[src/rtl/pgm_pkg.sv]
// pgm_pkg: shared encodings for the PGM run-control scheduler.
// Holds state codes, register map, op and header codes.
package pgm_pkg;

  localparam int WORD_W = 134;

  typedef enum logic [2:0] {
    ST_IDLE   = 3'd0,
    ST_LAUNCH = 3'd1,
    ST_RUN    = 3'd2,
    ST_DONE   = 3'd3
  } state_e;

  localparam logic [31:0] ADDR_CTRL   = 32'h0002_0000;
  localparam logic [31:0] ADDR_TARGET = 32'h0002_0001;
  localparam logic [31:0] ADDR_SENT   = 32'h0002_0002;
  localparam logic [31:0] ADDR_STATUS = 32'h0002_0003;

  localparam logic [2:0] OP_WR = 3'b010;
  localparam logic [2:0] OP_RD = 3'b001;

  localparam logic [1:0] HDR_SOP = 2'b01;
  localparam logic [1:0] HDR_MID = 2'b11;
  localparam logic [1:0] HDR_EOP = 2'b10;

  localparam logic [3:0]  RSP_RD  = 4'b1011;
  localparam logic [31:0] RD_MISS = 32'hffff_ffff;

  typedef struct packed {
    logic        ctrl;
    logic        target;
    logic [31:0] data;
  } cfg_wr_t;

  typedef struct packed {
    logic [31:0] target;
    logic [31:0] sent;
    logic [31:0] status;
  } cfg_rd_t;

endpackage

[src/rtl/pgm_sched_if.sv]
// pgm_sched_if: 134-bit configuration chain through the scheduler.
// slave = scheduler side, master = upstream/downstream environment.
interface pgm_sched_if;
  import pgm_pkg::*;

  logic [WORD_W-1:0] cin_sched_data;
  logic              cin_sched_data_wr;
  logic              cout_sched_ready;
  logic [WORD_W-1:0] cout_sched_data;
  logic              cout_sched_data_wr;
  logic              cin_sched_ready;

  modport slave (
    input  cin_sched_data,
    input  cin_sched_data_wr,
    input  cin_sched_ready,
    output cout_sched_ready,
    output cout_sched_data,
    output cout_sched_data_wr
  );

  modport master (
    output cin_sched_data,
    output cin_sched_data_wr,
    output cin_sched_ready,
    input  cout_sched_ready,
    input  cout_sched_data,
    input  cout_sched_data_wr
  );

endinterface

[src/rtl/pgm_cfg_if.sv]
// pgm_cfg_if: config-chain decode, register read mux, 1-cycle forward.
// Read hits are rewritten into responses; everything else passes as-is.
import pgm_pkg::*;

module pgm_cfg_if #(
  parameter logic [7:0] LMID = 8'd62
) (
  input  logic       clk,
  input  logic       rst,
  pgm_sched_if.slave cfg,
  input  cfg_rd_t    rd_i,
  output cfg_wr_t    wr_o
);

  logic [WORD_W-1:0] cout_data_d, cout_data_q;
  logic              cout_wr_d, cout_wr_q;
  logic              hit, is_wr, is_rd;
  logic [31:0]       addr, rdata;

  assign cfg.cout_sched_ready   = cfg.cin_sched_ready;
  assign cfg.cout_sched_data    = cout_data_q;
  assign cfg.cout_sched_data_wr = cout_wr_q;

  // decode a request word addressed to this block
  always_comb begin
    hit = cfg.cin_sched_data_wr
        & cfg.cin_sched_ready
        & (cfg.cin_sched_data[133:132] == HDR_SOP)
        & (cfg.cin_sched_data[103:96] == LMID);
    addr  = cfg.cin_sched_data[95:64];
    is_wr = hit & (cfg.cin_sched_data[126:124] == OP_WR);
    is_rd = hit & (cfg.cin_sched_data[126:124] == OP_RD);
  end

  // register read mux, unknown addresses read all-ones
  always_comb begin
    rdata = RD_MISS;
    unique case (addr)
      ADDR_TARGET: rdata = rd_i.target;
      ADDR_SENT:   rdata = rd_i.sent;
      ADDR_STATUS: rdata = rd_i.status;
      default:     rdata = RD_MISS;
    endcase
  end

  // write strobes towards the run-control logic
  always_comb begin
    wr_o        = '0;
    wr_o.data   = cfg.cin_sched_data[31:0];
    wr_o.ctrl   = is_wr & (addr == ADDR_CTRL);
    wr_o.target = is_wr & (addr == ADDR_TARGET);
  end

  // next forwarded word, read hits become responses
  always_comb begin
    cout_wr_d   = cfg.cin_sched_data_wr;
    cout_data_d = cfg.cin_sched_data;
    if (is_rd) begin
      cout_data_d[127:124] = RSP_RD;
      cout_data_d[31:0]    = rdata;
    end
  end

  // one-cycle pass-through register
  always_ff @(posedge clk) begin
    if (rst) begin
      cout_data_q <= '0;
      cout_wr_q   <= 1'b0;
    end else begin
      cout_data_q <= cout_data_d;
      cout_wr_q   <= cout_wr_d;
    end
  end

endmodule

[src/rtl/pgm_sched.sv]
// pgm_sched: run-control FSM and sent-packet counter for the PGM read path.
// Registers are reached through the config chain via pgm_cfg_if.
import pgm_pkg::*;

module pgm_sched #(
  parameter logic [7:0] LMID  = 8'd62,
  parameter int         CNT_W = 32
) (
  input  logic       clk,
  input  logic       rst,
  input  logic       pgm_loaded,
  input  logic       mon_data_wr,
  input  logic [1:0] mon_data_hdr,
  output logic       pgm_bypass_flag,
  output logic       pgm_sent_start_flag,
  output logic       pgm_sent_finish_flag,
  pgm_sched_if.slave cfg
);

  state_e           state_d, state_q;
  logic [CNT_W-1:0] target_d, target_q;
  logic [CNT_W-1:0] sent_d, sent_q;
  logic             err_d, err_q;
  logic             stop_d, stop_q;

  cfg_wr_t wr;
  cfg_rd_t rd;

  logic start_w, stop_w, clr_w;
  logic eop, tgt_hit;
  logic bypass, start, finish;

  pgm_cfg_if #(.LMID(LMID)) u_cfg (
    .clk  (clk),
    .rst  (rst),
    .cfg  (cfg),
    .rd_i (rd),
    .wr_o (wr)
  );

  assign start_w = wr.ctrl & wr.data[0];
  assign stop_w  = wr.ctrl & wr.data[1];
  assign clr_w   = wr.ctrl & wr.data[2];
  assign eop     = mon_data_wr & (mon_data_hdr == HDR_EOP);

  // finish one eop early so the engine stops right after the target-th
  assign tgt_hit = (target_q != '0)
                 & (sent_q >= target_q - CNT_W'(1));

  assign pgm_bypass_flag      = bypass;
  assign pgm_sent_start_flag  = start;
  assign pgm_sent_finish_flag = finish;

  // register read-back values
  always_comb begin
    rd        = '0;
    rd.target = 32'(target_q);
    rd.sent   = 32'(sent_q);
    rd.status = {27'd0, pgm_loaded, err_q, state_q};
  end

  // flags driven to the read engine, decoded from state
  always_comb begin
    bypass = 1'b0;
    start  = 1'b0;
    finish = 1'b0;
    unique case (state_q)
      ST_IDLE:   bypass = 1'b1;
      ST_LAUNCH: start  = 1'b1;
      ST_RUN:    finish = tgt_hit | stop_q;
      ST_DONE:   finish = 1'b1;
      default:   bypass = 1'b1;
    endcase
  end

  // next state, counter and control registers
  always_comb begin
    state_d  = state_q;
    target_d = target_q;
    sent_d   = sent_q;
    err_d    = err_q;
    stop_d   = stop_q;
    unique case (state_q)
      ST_IDLE: begin
        if (wr.target) target_d = CNT_W'(wr.data);
        if (clr_w) begin
          sent_d = '0;
          err_d  = 1'b0;
          stop_d = 1'b0;
        end
        if (start_w) begin
          if (pgm_loaded) state_d = ST_LAUNCH;
          else            err_d   = 1'b1;
        end
      end
      ST_LAUNCH: state_d = ST_RUN;
      ST_RUN: begin
        if (stop_w) stop_d = 1'b1;
        if (eop) begin
          sent_d = sent_q + CNT_W'(1);
          if (finish) state_d = ST_DONE;
        end
      end
      ST_DONE: begin
        if (clr_w) begin
          sent_d  = '0;
          err_d   = 1'b0;
          stop_d  = 1'b0;
          state_d = ST_IDLE;
        end
      end
      default: state_d = ST_IDLE;
    endcase
  end

  // state and register flops
  always_ff @(posedge clk) begin
    if (rst) begin
      state_q  <= ST_IDLE;
      target_q <= '0;
      sent_q   <= '0;
      err_q    <= 1'b0;
      stop_q   <= 1'b0;
    end else begin
      state_q  <= state_d;
      target_q <= target_d;
      sent_q   <= sent_d;
      err_q    <= err_d;
      stop_q   <= stop_d;
    end
  end

endmodule

[src/flat_wrapper.sv]
// flat-port wrapper written by rule: the top's interface ports become plain ports
module pgm_sched_flat 
#(
  parameter logic [7:0] LMID  = 8'd62,
  parameter int         CNT_W = 32
)
  (clk, rst, pgm_loaded, mon_data_wr, mon_data_hdr, pgm_bypass_flag, pgm_sent_start_flag, pgm_sent_finish_flag, cfg_cin_sched_data, cfg_cin_sched_data_wr, cfg_cin_sched_ready, cfg_cout_sched_ready, cfg_cout_sched_data, cfg_cout_sched_data_wr);
  pgm_sched_if cfg_i ();
  input  logic clk;
  input  logic rst;
  input  logic pgm_loaded;
  input  logic mon_data_wr;
  input  logic [1:0] mon_data_hdr;
  output logic pgm_bypass_flag;
  output logic pgm_sent_start_flag;
  output logic pgm_sent_finish_flag;
  input wire logic [$bits(cfg_i.cin_sched_data)-1:0] cfg_cin_sched_data;
  input wire logic [$bits(cfg_i.cin_sched_data_wr)-1:0] cfg_cin_sched_data_wr;
  input wire logic [$bits(cfg_i.cin_sched_ready)-1:0] cfg_cin_sched_ready;
  output wire logic [$bits(cfg_i.cout_sched_ready)-1:0] cfg_cout_sched_ready;
  output wire logic [$bits(cfg_i.cout_sched_data)-1:0] cfg_cout_sched_data;
  output wire logic [$bits(cfg_i.cout_sched_data_wr)-1:0] cfg_cout_sched_data_wr;
  assign cfg_i.cin_sched_data = cfg_cin_sched_data;
  assign cfg_i.cin_sched_data_wr = cfg_cin_sched_data_wr;
  assign cfg_i.cin_sched_ready = cfg_cin_sched_ready;
  assign cfg_cout_sched_ready = cfg_i.cout_sched_ready;
  assign cfg_cout_sched_data = cfg_i.cout_sched_data;
  assign cfg_cout_sched_data_wr = cfg_i.cout_sched_data_wr;
  pgm_sched #(.LMID(LMID), .CNT_W(CNT_W)) u_core (.clk(clk), .rst(rst), .pgm_loaded(pgm_loaded), .mon_data_wr(mon_data_wr), .mon_data_hdr(mon_data_hdr), .pgm_bypass_flag(pgm_bypass_flag), .pgm_sent_start_flag(pgm_sent_start_flag), .pgm_sent_finish_flag(pgm_sent_finish_flag), .cfg(cfg_i));
endmodule
[config.mk]
export PLATFORM = sky130hd
export DESIGN_NAME = pgm_sched_flat
export DESIGN_NICKNAME = d
export VERILOG_FILES = /design/src/rtl/pgm_pkg.sv /design/src/rtl/pgm_sched_if.sv /design/src/rtl/pgm_cfg_if.sv /design/src/rtl/pgm_sched.sv /design/src/flat_wrapper.sv
export SDC_FILE = /design/constraint.sdc
export NUM_CORES = 1
export LEC_CHECK = 0
export ABC_AREA = 1
export CAP_MARGIN = 25
export CORE_MARGIN = 2
export CORE_UTILIZATION = 40
export DETAILED_ROUTE_END_ITERATION = 8
export DONT_BUFFER_PORTS = 1
export GPL_TIMING_DRIVEN = 1
export PLACE_DENSITY = 0.58
export SYNTH_ARGS = -nofsm -noshare
export SYNTH_HDL_FRONTEND = slang
export SYNTH_SLANG_ARGS = --single-unit
[constraint.sdc]
create_clock -name clk -period 3.58 [get_ports clk]
set_clock_uncertainty 0.15 [all_clocks]
set_input_delay 0.716 -clock clk [delete_from_list [all_inputs] [get_ports clk]]
set_output_delay 0.716 -clock clk [all_outputs]
set_load 0.005 [all_outputs]
==> results of run 1 <==
## power groups by stage
stage	Combinational, uW	Clock [uW]	Sequential [uW]
after detailed placement	108	0	2440
after global routing	128	2770	2390
after CTS	108	2670	2390
after floorplan	112	0	2420
after global placement	105	0	2440
final	106	2600	2390
## sequential cells by signal, indices dropped and copies added (netlist names)
name / count
u_core.u_cfg.cfg.cout_sched_data_wr: 1
u_core.stop_q: 1
u_core.target_q: 32
u_core.u_cfg.cfg.cout_sched_data: 134
u_core.state_q: 2
u_core.err_q: 1
u_core.sent_q: 32
## cell families after synthesis
family | Yosys count | share of synthesized area (%)
buffers and inverters | 259 | 10.6
AOI/OAI and AO/OA | 192 | 12.3
DFF | 203 | 41.7
adders and majority gates | 39 | 5.01
and+or+nand+nor | 559 | 25.5
xor gates and xnor gates | 53 | 4.77
## stage by stage
step                      std cells  area (um^2)  utilization [%]  setup TNS (ns)  power, uW
after global routing           1678        11300             47.0          -0.803       5290
final                          1678        11300             47.0          -0.544       5100
after CTS                      1671        11200             46.4          -0.569       5160
after detailed placement       1628        10300             42.7          -0.123       2550
after global placement         1628        10300             42.7         -0.0603       2540
after floorplan                1305         9740                -               0       2530
## worst min-delay path by stage
stage	from	endpoint	slack, ns	cells past startpoint
detailed placement	u_core.err_q	u_core.err_q	0.31	2
floorplan	u_core.stop_q	u_core.stop_q	0.30	2
global placement	u_core.err_q	u_core.err_q	0.31	2
finish	rst	u_core.u_cfg.cfg.cout_sched_data[108]	0.11	1
CTS	rst	u_core.u_cfg.cfg.cout_sched_data[108]	0.1	1
global route	rst	u_core.u_cfg.cfg.cout_sched_data[61]	0.1	1
## synth_stat cells (3+ instances only)
library cell	number	area, um^2
o22ai_1	3	18.8
nand3b_1	5	37.5
xor2_1	33	289
buf_2	10	50.1
buf_4	5	37.5
o21ai_0	41	205
nor3_1	29	145
nor3b_1	4	30.0
a211oi_2	28	350
nor2_2	7	43.8
xnor2_1	20	175
a21oi_1	107	536
nor3_2	3	30.0
ha_1	39	488
nand2_1	177	664
nor2_4	5	56.3
dfxtp_1	203	4060
inv_1	195	732
a211oi_1	4	30.0
nor2_1	241	905
nand4_1	48	300
nor4_1	3	18.8
clkbuf_1	33	124
buf_6	4	45.0
inv_2	9	33.8
nand3_1	25	125
o21ai_1	4	20.0
## worst max-delay path: cells and delay by family (launching register included)
kind                     cells  cell delay, ns
AO/OA/AOI/OAI                3            0.35
flip-flops                   1            0.33
adder cells (fa/ha/maj)      1            0.33
XOR/XNOR                     1            0.11
AND/OR/NAND/NOR             14            1.55
buffers and inverters        1            0.06
## repair_timing
action / in CTS / in global routing
setup buffers: 0 / 7
resized for setup: 8 / 23
gates cloned: 0 / 0
pin swaps: 1 / 19
setup endpoints to repair: 1 / 3
## placed cells by master (no fill, tap or decap), drive strengths merged
| cell | count |
|---|---|
| inv | 206 |
| clkbuf | 28 |
| a21o | 2 |
| or2 | 1 |
| a211oi | 32 |
| xnor2 | 20 |
| nand2 | 181 |
| clkinvlp | 3 |
| nand3b | 5 |
| nor3b | 6 |
| xor2 | 33 |
| buf | 59 |
| bufinv | 4 |
| nor4 | 4 |
| o211ai | 1 |
| a21oi | 107 |
| nor2 | 253 |
| a21boi | 1 |
| nand4 | 48 |
| ha | 39 |
| o22ai | 3 |
| o21ai | 45 |
| clkinv | 8 |
| nand3 | 28 |
| dfxtp | 203 |
| nor3 | 33 |
| o21a | 1 |
## per-layer routing
| metal | vias up | GRT usage, % | wire, um |
|---|---|---|---|
| met2 | 241 | 33.9 | 12400 |
| met3 | 36 | 5.32 | 1840 |
| li1 | 4220 | - | - |
| met5 | - | 0 | 0 |
| met4 | 0 | 4.71 | 408 |
| met1 | 3760 | 25.9 | 11700 |
## area by class of cell
class	count	area, um^2
Multi-Input combinational cell	843	4770
Tap cell	324	405
Clock inverter	15	216
Clock buffer	28	636
Sequential cell	203	4070
Fill cell	2470	12800
Timing Repair Buffer	59	455
Inverter	206	774
==> results.md, run 1 <==
* Slew HR at 45.3%
* Initial antenna violation count at 0
* Final wirelength at 26.3 mm
* Sw Share at 22.3%
* All-Layer GR Usage at 20.2%
* Final worst path period share at 115%
* Total die area at 25600 um^2
* Worst-margin pin slew at 0.815 ns
* CTS Sinks at 203
* Final WS setup at -0.544 ns
* TritonCTS clock tree: built
* Horiz. Die Dim at 160 um
* Antenna diode count at 0
* Crit. Startpoint: u_core.target_q[1]
* Maximum VDD drop at 0.354 mV
* H-tree levels at 1
* Reg2reg end: u_core.state_q[0]
* Syn_nets at 1486
* Fraction of registers with async set/reset at 0%
* R2R cell count at 22
* Syn Std Cell Area at 9740 um^2
* Max Root-Sink Buffers at 3
* Most used DFF post-synth: dfxtp_1
* Number of distinct library cells after synthesis at 42
* Failing checks: negative setup slack
* Num CTS Buffers at 24
* Clock slew at reported path FFs at 0.06 ns
* Die Height at 160 um
* Drt first-iter violations at 597
* Register area share after synthesis at 41.7%
* Power density over the cells at 450 nW/um^2
* Fin crit period at 4.12 ns
* Comb power frac at 2.1%
* Clk root buf: clkbuf_16
* Kind of critical path: reg2out
* 1st-pass router iterations at 5
* Worst reg-to-reg setup slack at 0.22 ns
* CP endpoint kind: output port
* HPWL Detailed at 18.8 mm
* Clk pwr share at 51.1%
* Max stage delay cell, worst path: dfxtp_2
* Flops & latches, synth at 203
* EDFF count, synth at 0
* Antenna viol nets, final at 0
* Crit-path max FO at 3
* Largest net degree at the start of global routing at 164
* Hold buffer count at cts at 0
* DRC errors left at 0
* Vias in the first global route at 8192
* FMAX at 242 MHz
* Ports at 281
* Final hold violations at 0
* Worst setup path end: pgm_sent_finish_flag
* Placer Congestion at 0.938
* WP data arrival at 3.26 ns
* RR Startpoint: u_core.target_q[1]
* Critical Path RT at 2.71 ns
* Share of layout cells above drive strength 1 at 13.8%
* Final #Nets at 1518
* Post-Syn Instances at 1305
* Pre-CTS setup slack at -0.123 ns
* P&R area growth vs syn at 16.2%
* Worst hold slack at 0.111 ns
* Critical-path cell list: nor2_2 > nand2_2 > nor3_4 > nand2_2 > nor2_4 > inv_2 > nor2_4 > nand3_4 > nor4_4 > xnor2_1 > ha_1 > a21oi_2 > o21a_1 > nand2_1 > a21oi_2 > nand2_1 > nand2_2 > nand2_1 > nand2_1 > nand2_2
* Part of the power in registers at 46.8%
* Power Internal at 3960 uW
* Total gr overflow at 0
* Synth Area per Inst at 7.47 um^2
* P_leak at 0.00520 uW
* P_sw at 1130 uW
* Status: finished, violations left
* DR vias at 8257
* Max cap viols at 0
* Skew-Pair Late Insertion Delay at 0.52 ns
* Port Buffers at 0
* First-pass GRT wire length at 42.6 mm
* Initial Utilization at 40.4%
* FP Rows at 57
* Max Slew Vio Count at 0
* Setup violators final at 1
* Via density at 4.92
* RSZ-0062 raised after global routing: true
* Min-Delay Path Class: in2reg
* Critical Path Max Stage Delay at 0.33 ns
* WL/cell at 15.7 um
* CP Launch Type: flop
* Core area at 24100 um^2
* Synth warn at 0
(Power assumes the default switching activity.)
==> run 2, diff against run 1 <==
Settings changed: ABC_AREA 1 to not set, PLACE_DENSITY 0.58 to 0.53.
==> run 2 against run 1 <==
  * The run still ends with negative setup slack left
  * Design area fell by 10%
  * Final cell count fell by 24%
  * Die area down 12%
  * Global-route usage is 0.78 points higher
  * Register-to-register slack got worse by 0.60 ns
  * Flip-flop and latch count unchanged
==> results.md, run 2 <==
* Status: finished, violations left
* Failing checks: negative setup slack
* DRC errors left at 0
* Max cap viols at 0
* First-pass GRT wire length at 37.4 mm
* DR vias at 6810
* Worst-margin pin slew at 0.744 ns
* Horiz. Die Dim at 150 um
* Top-count cell post-synth: dfxtp_1
* All-Layer GR Usage at 20.9%
* Fin crit period at 4.74 ns
* Via density at 5.34
* Placed inst area at 9210 um^2
* Flops & latches, synth at 203
* Register area share after synthesis at 47.7%
* 1st-pass router iterations at 6
* Final wirelength at 24.5 mm
* Placer Congestion at 0.823
* Commonest cells after routing, fill and taps aside: 201 x dfxtp_1, 104 x nor2b_1, 95 x nand2_1
* Initial Utilization at 40.6%
* Antenna diode count at 0
* Setup violators final at 3
* Number of distinct library cells after synthesis at 56
* Max Root-Sink Buffers at 3
* Num CTS Buffers at 23
* Total gr overflow at 0
* Fraction of registers with async set/reset at 0%
* Clock slew at reported path FFs at 0.06 ns
* Most used DFF post-synth: dfxtp_1
* Core area at 21000 um^2
* Synth warn at 0
* Min-Delay Path Class: in2reg
* Filler Cells Inserted at 2045
* FMAX at 211 MHz
* Port Buffers at 0
* Share of layout cells above drive strength 1 at 14.9%
* Max stage delay cell, worst path: or4_4
* WP data arrival at 3.87 ns
* H-tree levels at 1
* Largest area contributor in the synthesized netlist: dfxtp_1
* Final WS setup at -1.16 ns
* Total die area at 22500 um^2
* Most frequent cells after synthesis: 203 x dfxtp_1, 104 x nor2b_1, 95 x nand2_1
* Antenna viol nets, final at 0
* WL/cell at 19.2 um
* Post-Syn Instances at 937
* Final #Nets at 1168
* CP endpoint kind: output port
* P&R area growth vs syn at 19.1%
* Most Crowded Layer GR: met2
* Final core utilization at 48.4%
* Crit path max-delay family: simple AND/OR/NAND/NOR gates
* Met1 usage at 26.0%
* Grt met3 use at 5.24%
* Syn_nets at 1118
* HPWL Detailed at 17.6 mm
* Skew-Pair Late Insertion Delay at 0.50 ns
* Clk root buf: clkbuf_16
* Ports at 281
* Die Height at 150 um
* Post-route cell area at 10100 um^2
* Critical Path RT at 2.71 ns
* RSZ-0062 raised after global routing: true
* Maximum VDD drop at 0.232 mV
* P_leak at 0.00399 uW
* Met2 Use GR at 35.5%
* TritonCTS clock tree: built
* Total negative slack at -1.91 ns
* Largest net degree at the start of global routing at 174
* Max Slew Vio Count at 0
* Final hold violations at 0
* Critical-path cell list: or4_4 > nor4_4 > and2b_1 > nor2b_4 > inv_2 > or4_4 > xor2_2 > ha_4 > nand4_1 > nor4_2 > o21ai_1 > a31oi_1 > o21ai_1 > nand2b_1 > a21o_1
* Syn Std Cell Area at 8520 um^2
* Commonest non-fill, non-tap cell in the layout: dfxtp_1
* Slew HR at 50.2%
* Initial antenna violation count at 0
* Vias in the first global route at 6597
* Kind of critical path: reg2out
* Synth Area per Inst at 9.09 um^2
* Critical Path Max Stage Delay at 0.56 ns
* Max reg flops at 134
* Power density over the cells at 504 nW/um^2
* Post-synth top area share at 47.7%
* Drt first-iter violations at 291
* EDFF count, synth at 0
* Crit-path max FO at 4
* Top cells by area, synth: dfxtp_1 48%, nor2b_1 7.6%, ha_1 5.7%
* CP Launch Type: flop
* Buf+Inv Stages, Crit Path at 1
* Final worst path period share at 132%
* Hold buffer count at cts at 0
* CTS Sinks at 203
* FP Rows at 53
## run 2: changes by cell type after synthesis, moves of 27 or more
cell and delta:
nand4_1 -31, nor2b_1 +104, nand2_1 -82, a21oi_1 -30, a211oi_2 -28, a221oi_1 +29, or3_1 +27, nor2_1 -177
inv_1 -181
## run 2: what timing repair did
item / in CTS / in global routing
gates resized for setup: 12 / 11
setup endpoints to repair: 3 / 3
buffers inserted: 10 / 3
endpoints found under the hold margin: 0 / 0
pin swaps: 9 / 4
## run 2: cells by family (layout without fill, tap and decap cells)
group                      after synthesis  after routing  share of synthesized area (%)
and+or+nand+nor                        427            427                           27.1
buffers and inverters                   65            129                           3.20
muxes                                    2              2                          0.235
DFF                                    203            203                           47.7
xor gates and xnor gates                33             33                           3.39
AOI/OAI and AO/OA                      168            168                           12.6
adders and majority gates               39             39                           5.73
## run 2: cell type report
cell class | count | area, um^2 | share of cell area, %
multi-input combinational | 669 | 4290 | 42.3
sequential | 203 | 4070 | 40.1
clock buffer | 27 | 621 | 6.12
timing repair buffer | 75 | 579 | 5.71
tap | 275 | 344 | 3.39
clock inverter | 12 | 180 | 1.78
inverter | 15 | 56.3 | 0.555
## run 2: report_power, final
group	switching (uW)	total (uW)	internal, uW
registers	62.0	2420	2350
logic	105	204	98.2
clock network	961	2490	1530
total	1130	5110	3980
## run 2: worst reg2reg max path: stages (launching register included)
cell and delay, ns:
dfxtp_2 0.32, or4_4 0.56, nor4_4 0.16, and2b_1 0.18
nor2b_4 0.16, inv_2 0.05, or4_4 0.42, xor2_2 0.17
ha_4 0.28, nand4_1 0.15, nor4_2 0.21, o21ai_1 0.12
a31oi_1 0.22, buf_4 0.17, nor3_4 0.04, buf_6 0.12
or3_4 0.34, o31ai_4 0.07
## run 2: path summary, 6_finish.rpt
kind         slack [ns]           startpoint                                   end  depth (start not counted)
min reg2reg        0.32         u_core.err_q                          u_core.err_q                          2
min                0.14                  rst  u_core.u_cfg.cfg.cout_sched_data[50]                          1
max               -1.16  u_core.target_q[17]                  pgm_sent_finish_flag                         15
max reg2reg       -0.38  u_core.target_q[17]                     u_core.state_q[1]                         17
## run 2: through the flow
stage	instances	hold WS [ns]	setup WS, ns	power (uW)
CTS	1281	0.115	-1.38	5160
floorplan	937	0.282	-0.528	2620
global placement	1232	0.316	-0.802	2660
detailed placement	1232	0.312	-0.963	2660
finish	1276	0.142	-1.16	5110
global route	1276	0.115	-1.44	5290
## run 2: metal layers
metal  share of wire (%)  vias up
met1                  41     3134
met5                   0        -
met3                 8.8       52
met4                 2.8        0
met2                  48      229
li1                    -     3395
